**src/rtl/water_level_ctrl.sv**
```systemverilog
// Water-level sequencer: filters six raw probes into a stable 0-6 level with
// falling-edge hysteresis and runs the alarm/ack/test/fault display state machine.
module water_level_ctrl #(
  parameter int unsigned STABLE_CYCLES = 1000,
  parameter int unsigned HOLD_CYCLES   = 4000,
  parameter int unsigned TEST_CYCLES   = 10000
) (
  input  logic       clk,
  input  logic       rst,
  input  logic [5:0] probe,
  input  logic       ack_pulse,
  input  logic       test_pulse,
  output logic [2:0] state,
  output logic [2:0] level,
  output logic       mute,
  output logic       fault
);

  localparam int unsigned CW = $clog2(HOLD_CYCLES);
  localparam int unsigned TW = $clog2(TEST_CYCLES);
  localparam logic [CW-1:0] CNT_STABLE = CW'(STABLE_CYCLES - 1);
  localparam logic [CW-1:0] CNT_HOLD   = CW'(HOLD_CYCLES - 1);
  localparam logic [TW-1:0] TMR_LOAD   = TW'(TEST_CYCLES - 1);

  typedef enum logic [1:0] {NORMAL, MUTED, TEST, FAULT} fsm_t;

  logic [5:0]    p_meta, p_sync, cand;
  logic [CW-1:0] cnt;
  logic [TW-1:0] tmr;
  logic [2:0]    cand_lvl, level_nxt, ack_lvl, state_d;
  logic          cand_ok, fault_nxt, tmr_load, ack_take, fmute, fmute_set, mute_d;
  fsm_t          fsm, fsm_nxt;

  // Two-flop synchronizer for the asynchronous probe switches
  always_ff @(posedge clk or negedge rst) begin
    if (!rst) begin
      p_meta <= '0;
      p_sync <= '0;
    end else begin
      p_meta <= probe;
      p_sync <= p_meta;
    end
  end

  // Thermometer decode of the candidate pattern
  always_comb begin
    cand_ok  = 1'b1;
    cand_lvl = 3'd0;
    case (cand)
      6'b000000: cand_lvl = 3'd0;
      6'b000001: cand_lvl = 3'd1;
      6'b000011: cand_lvl = 3'd2;
      6'b000111: cand_lvl = 3'd3;
      6'b001111: cand_lvl = 3'd4;
      6'b011111: cand_lvl = 3'd5;
      6'b111111: cand_lvl = 3'd6;
      default:   cand_ok  = 1'b0;
    endcase
  end

  // Acceptance rules: fast rise, slow fall, fault freezes level until a valid pattern settles
  always_comb begin
    level_nxt = level;
    fault_nxt = fault;
    if (!cand_ok) begin
      if (cnt == CNT_STABLE) fault_nxt = 1'b1;
    end else if (fault) begin
      if (cnt == CNT_STABLE) begin
        fault_nxt = 1'b0;
        level_nxt = cand_lvl;
      end
    end else if (cand_lvl > level && cnt == CNT_STABLE) begin
      level_nxt = cand_lvl;
    end else if (cand_lvl < level && cnt == CNT_HOLD) begin
      level_nxt = cand_lvl;
    end
  end

  always_ff @(posedge clk or negedge rst) begin
    if (!rst) begin
      cand  <= '0;
      cnt   <= '0;
      level <= '0;
      fault <= 1'b0;
    end else begin
      if (p_sync != cand) begin
        cand <= p_sync;
        cnt  <= '0;
      end else if (cnt != CNT_HOLD) begin
        cnt <= cnt + CW'(1);
      end
      level <= level_nxt;
      fault <= fault_nxt;
    end
  end

  always_ff @(posedge clk or negedge rst) begin
    if (!rst) fsm <= NORMAL;
    else      fsm <= fsm_nxt;
  end

  // Transitions react to the level/fault being committed on this same edge
  always_comb begin
    fsm_nxt   = fsm;
    tmr_load  = 1'b0;
    ack_take  = 1'b0;
    fmute_set = 1'b0;
    if (fault_nxt && fsm != FAULT) begin
      fsm_nxt = FAULT;
    end else begin
      case (fsm)
        NORMAL: begin
          if (level_nxt == level) begin
            if (ack_pulse && level != 3'd0) begin
              fsm_nxt  = MUTED;
              ack_take = 1'b1;
            end else if (test_pulse && level == 3'd0) begin
              fsm_nxt  = TEST;
              tmr_load = 1'b1;
            end
          end
        end
        MUTED: begin
          if (level_nxt > ack_lvl || level_nxt == 3'd0) fsm_nxt = NORMAL;
        end
        TEST: begin
          if (tmr == '0 || ack_pulse || level_nxt != 3'd0) fsm_nxt = NORMAL;
          else if (test_pulse)                              tmr_load = 1'b1;
        end
        FAULT: begin
          if (!fault_nxt)     fsm_nxt = NORMAL;
          else if (ack_pulse) fmute_set = 1'b1;
        end
        default: fsm_nxt = NORMAL;
      endcase
    end
  end

  always_comb begin
    state_d = level;
    mute_d  = 1'b0;
    case (fsm)
      NORMAL: state_d = level;
      MUTED: begin
        state_d = level;
        mute_d  = 1'b1;
      end
      TEST:  state_d = 3'd7;
      FAULT: begin
        state_d = 3'd6;
        mute_d  = fmute;
      end
      default: state_d = level;
    endcase
  end

  // Test timer, ack snapshot, fault silence flag and registered display outputs
  always_ff @(posedge clk or negedge rst) begin
    if (!rst) begin
      tmr     <= '0;
      ack_lvl <= '0;
      fmute   <= 1'b0;
      state   <= '0;
      mute    <= 1'b0;
    end else begin
      if (tmr_load)                       tmr <= TMR_LOAD;
      else if (fsm == TEST && tmr != '0)  tmr <= tmr - TW'(1);
      if (ack_take) ack_lvl <= level;
      fmute <= (fsm == FAULT && fsm_nxt == FAULT) && (fmute || fmute_set);
      state <= state_d;
      mute  <= mute_d;
    end
  end

endmodule

```
**config.mk**
```make
export PLATFORM = sky130hd
export DESIGN_NAME = water_level_ctrl
export DESIGN_NICKNAME = d
export VERILOG_FILES = /design/src/rtl/water_level_ctrl.sv
export SDC_FILE = /design/constraint.sdc
export NUM_CORES = 1
export LEC_CHECK = 0
export ABC_AREA = 0
export CAP_MARGIN = 20
export CORE_UTILIZATION = 45
export CTS_CLUSTER_DIAMETER = 150
export DETAILED_ROUTE_END_ITERATION = 7
export PLACE_DENSITY = 0.69
export SLEW_MARGIN = 25
export SYNTH_ARGS = -nofsm -noshare
export SYNTH_HDL_FRONTEND = slang
export SYNTH_SLANG_ARGS = --single-unit
export TNS_END_PERCENT = 100
```
**constraint.sdc**
```tcl
create_clock -name clk -period 4.1 [get_ports clk]
set_input_delay 0.41 -clock clk [delete_from_list [all_inputs] [get_ports clk]]
set_output_delay 0.41 -clock clk [all_outputs]
set_load 0.01 [all_outputs]
```
==> reports/metrics.yaml <==
clock_network:
  cts_tree: "built"
  root_buffer: "clkbuf_8"
  clkTransAtPathRegs_ns: 0.07
  holdBufCountCts: 0
  cts_max_level: 3
  clock_latency_ns: 0.35
  clkSinkCount: 58
  cts_buffers: 9
  cts_buffer_depth: 2
logic_synthesis:
  syn_avg_cell_area_sq_um: 11.0
  yosysTopAreaCell: "dfrtp_1"
  ys_warn_count: 0
  yosysSeqAreaShare_pct: 49.7
  synth_area_leaders: "dfrtp_1, xor2_1, xnor2_1, ha_1, nor2_1"
  async_reset_ff_share_pct: 100
  synthCells: 266
  synth_top_area_share_pct: 49.7
  synth_flop_cell: "dfrtp_1"
  syn_area_sq_um: 2920
  syn_nets: 284
  ys_types: 53
  synth_edf_count: 0
  ys_ff_latch: 58
floorplan:
  dieArea_sq_um: 6810
  io_pins: 18
  coreArea_sq_um: 6100
  start_util_pct: 47.9
  rows: 28
  die_h_microns: 82.5
  die_w_microns: 82.5
detailed_routing:
  post_drt_wl_per_cell_microns: 14.3
  route.vias.total: 2067
  wl_microns: 5360
  ant_nets: 0
  drc_errors: 0
  dr.pass1.iters: 4
  viasPerCell: 5.53
  drtIter0Drc: 66
timing:
  relSlewSlack_pct: 47.4
  period_minus_slack_ns: 3.84
  max_freq_mhz: 260
  rsz0062_at_grt: "false"
  report.final.slew_viol_count: 0
  fin_setup_tns_ns: 0
  setup_viol: 0
  fin_worst_skew_ns: 0.00846
  tightest_slew_ns: 0.783
  fin_crit_sh_pct: 93.7
  hold_viol: 0
run_status:
  status: "completed"
cells_and_area:
  fin_nets: 312
  layout_commonest_cell: "dfrtp_1"
  postLayoutCoreUtil_pct: 56.2
  final_cell_mix: "dfrtp_1, nor2_1, xor2_1"
  antenna_cells: 0
  drive_gt1_share_pct: 17.4
  syn2layout_area_growth_pct: 17.3
critical_path:
  r2r-start: "cand[3]"
  r2r_cells: 15
  r2r-end: "fsm[0]"
  cp-start-kind: "flip-flop"
  cp.required_ns: 4.38
  worst-r2r-setup-slack_ns: 0.26
  crit_fanout: 6
  cp-end-kind: "flip-flop"
  path_class: "flip-flop to flip-flop"
  arrival_ns: 4.12
power_and_ir_drop:
  p_leak_nw: 1.47
  power_mw: 1.29
  power.density_nw_per_um2: 377
  ir_drop_mv: 0.241
hold_path:
  min_path_type: "input port to asynchronous set/reset pin"
grt:
  track_usage_pct: 18.5
  antenna_found_initial: 0
  first_global_vias: 2079
  grt_max_degree: 59
  grt.overflow.total: 0
  grt_pass1_wl_microns: 9200
placed_design:
  place.gp.congestion: 0.863
  dpl.hpwl_microns: 3610
  io_buffers: 17
run:
  max_cap_violations: 0
## per-stage QoR
stage	instances	cell area, sq um	hold slack [ns]	setup WS [ns]
2_1_floorplan	266	2920	0.114	0.278
3_3_place_gp	353	3160	0.332	0.221
3_5_place_dp	353	3160	0.335	0.153
4_1_cts	369	3360	0.222	0.121
5_1_grt	374	3420	0.272	0.0327
6_report	374	3420	0.200	0.259
## per-layer routing
metal / track usage [%] / vias up / part of all wire [%]
met5: 0 / - / 0
met4: 9.31 / 0 / 2.1
met3: 6.59 / 12 / 4.0
met2: 29.7 / 44 / 48
met1: 21.9 / 1011 / 46
li1: - / 1000 / -
## how the worst max path moves through the flow
stage	start	to	slack [ns]
6_report	cand[3]	fsm[0]	0.26
5_1_grt	cand[3]	fsm[0]	0.03
4_1_cts	cand[3]	fsm[0]	0.12
3_5_place_dp	cand[3]	fsm[0]	0.15
3_3_place_gp	cand[3]	fsm[0]	0.22
2_1_floorplan	cand[5]	fsm[0]	0.28
## Yosys cell counts (3+ instances only)
library cell,count
and3_1,6
nand4b_1,3
nand3_1,14
nand4_1,6
nor2_1,22
nor3_2,4
nor2b_1,3
nor3_1,14
xnor2_1,14
nand2b_1,3
mux2i_1,3
dfrtp_1,58
o21ai_0,6
nor4_1,3
or4_1,3
nand3b_1,4
clkbuf_1,7
nand2_1,7
xor2_1,18
a21oi_1,5
inv_1,15
ha_1,8
## worst max-delay path, stage by stage (launching register included)
cell and delay (ns):
dfrtp_2 0.45, or3_2 0.51, a21oi_4 0.14, ha_1 0.26
nor2b_1 0.14, or4_1 0.45, a32o_1 0.32, o21ai_4 0.09
mux2_4 0.33, ha_1 0.29, nor2b_1 0.13, o21a_1 0.15
o21ai_0 0.14, nand3b_1 0.09, nor3_1 0.15, nand3b_1 0.12
## kinds of logic (layout without fill, tap and decap cells)
| family | Yosys count | after routing | synth area share, % |
|---|---|---|---|
| adder cells (fa/ha/maj) | 8 | 8 | 3.43 |
| buffers and inverters | 24 | 57 | 3.60 |
| flip-flops | 58 | 58 | 49.7 |
| AND/OR/NAND/NOR | 107 | 107 | 21.9 |
| multiplexers | 7 | 7 | 2.79 |
| AO/OA/AOI/OAI | 30 | 30 | 8.96 |
| XOR/XNOR | 32 | 32 | 9.60 |
## power by group
| group | switching (mW) | internal, mW |
|---|---|---|
| Sequential | 0.0234 | 0.604 |
| Clock | 0.239 | 0.296 |
| Combinational | 0.0681 | 0.0604 |
## layout make-up
| cell class | count | area, sq um |
|---|---|---|
| clock buffers | 10 | 138 |
| clock inverters | 6 | 66.3 |
| fillers | 523 | 2670 |
| inverters | 15 | 56.3 |
| multi-input cells | 184 | 1380 |
| flip-flops and latches | 58 | 1450 |
| well taps | 75 | 93.8 |
| repair buffers | 26 | 233 |
## what timing repair did
action,4_1_cts,5_1_grt
setup buffers,0,5
gates resized for setup,0,6
endpoints found under the setup margin,0,1
## registers in the layout (all words and copies together), names as in the netlist, 2 cells and up
| name | flops |
|---|---|
| ack_lvl | 3 |
| cand | 6 |
| cnt | 12 |
| fsm | 2 |
| level | 3 |
| p_meta | 6 |
| p_sync | 6 |
| state | 3 |
| tmr | 14 |
No activity file was read; power rests on OpenSTA's default activity.
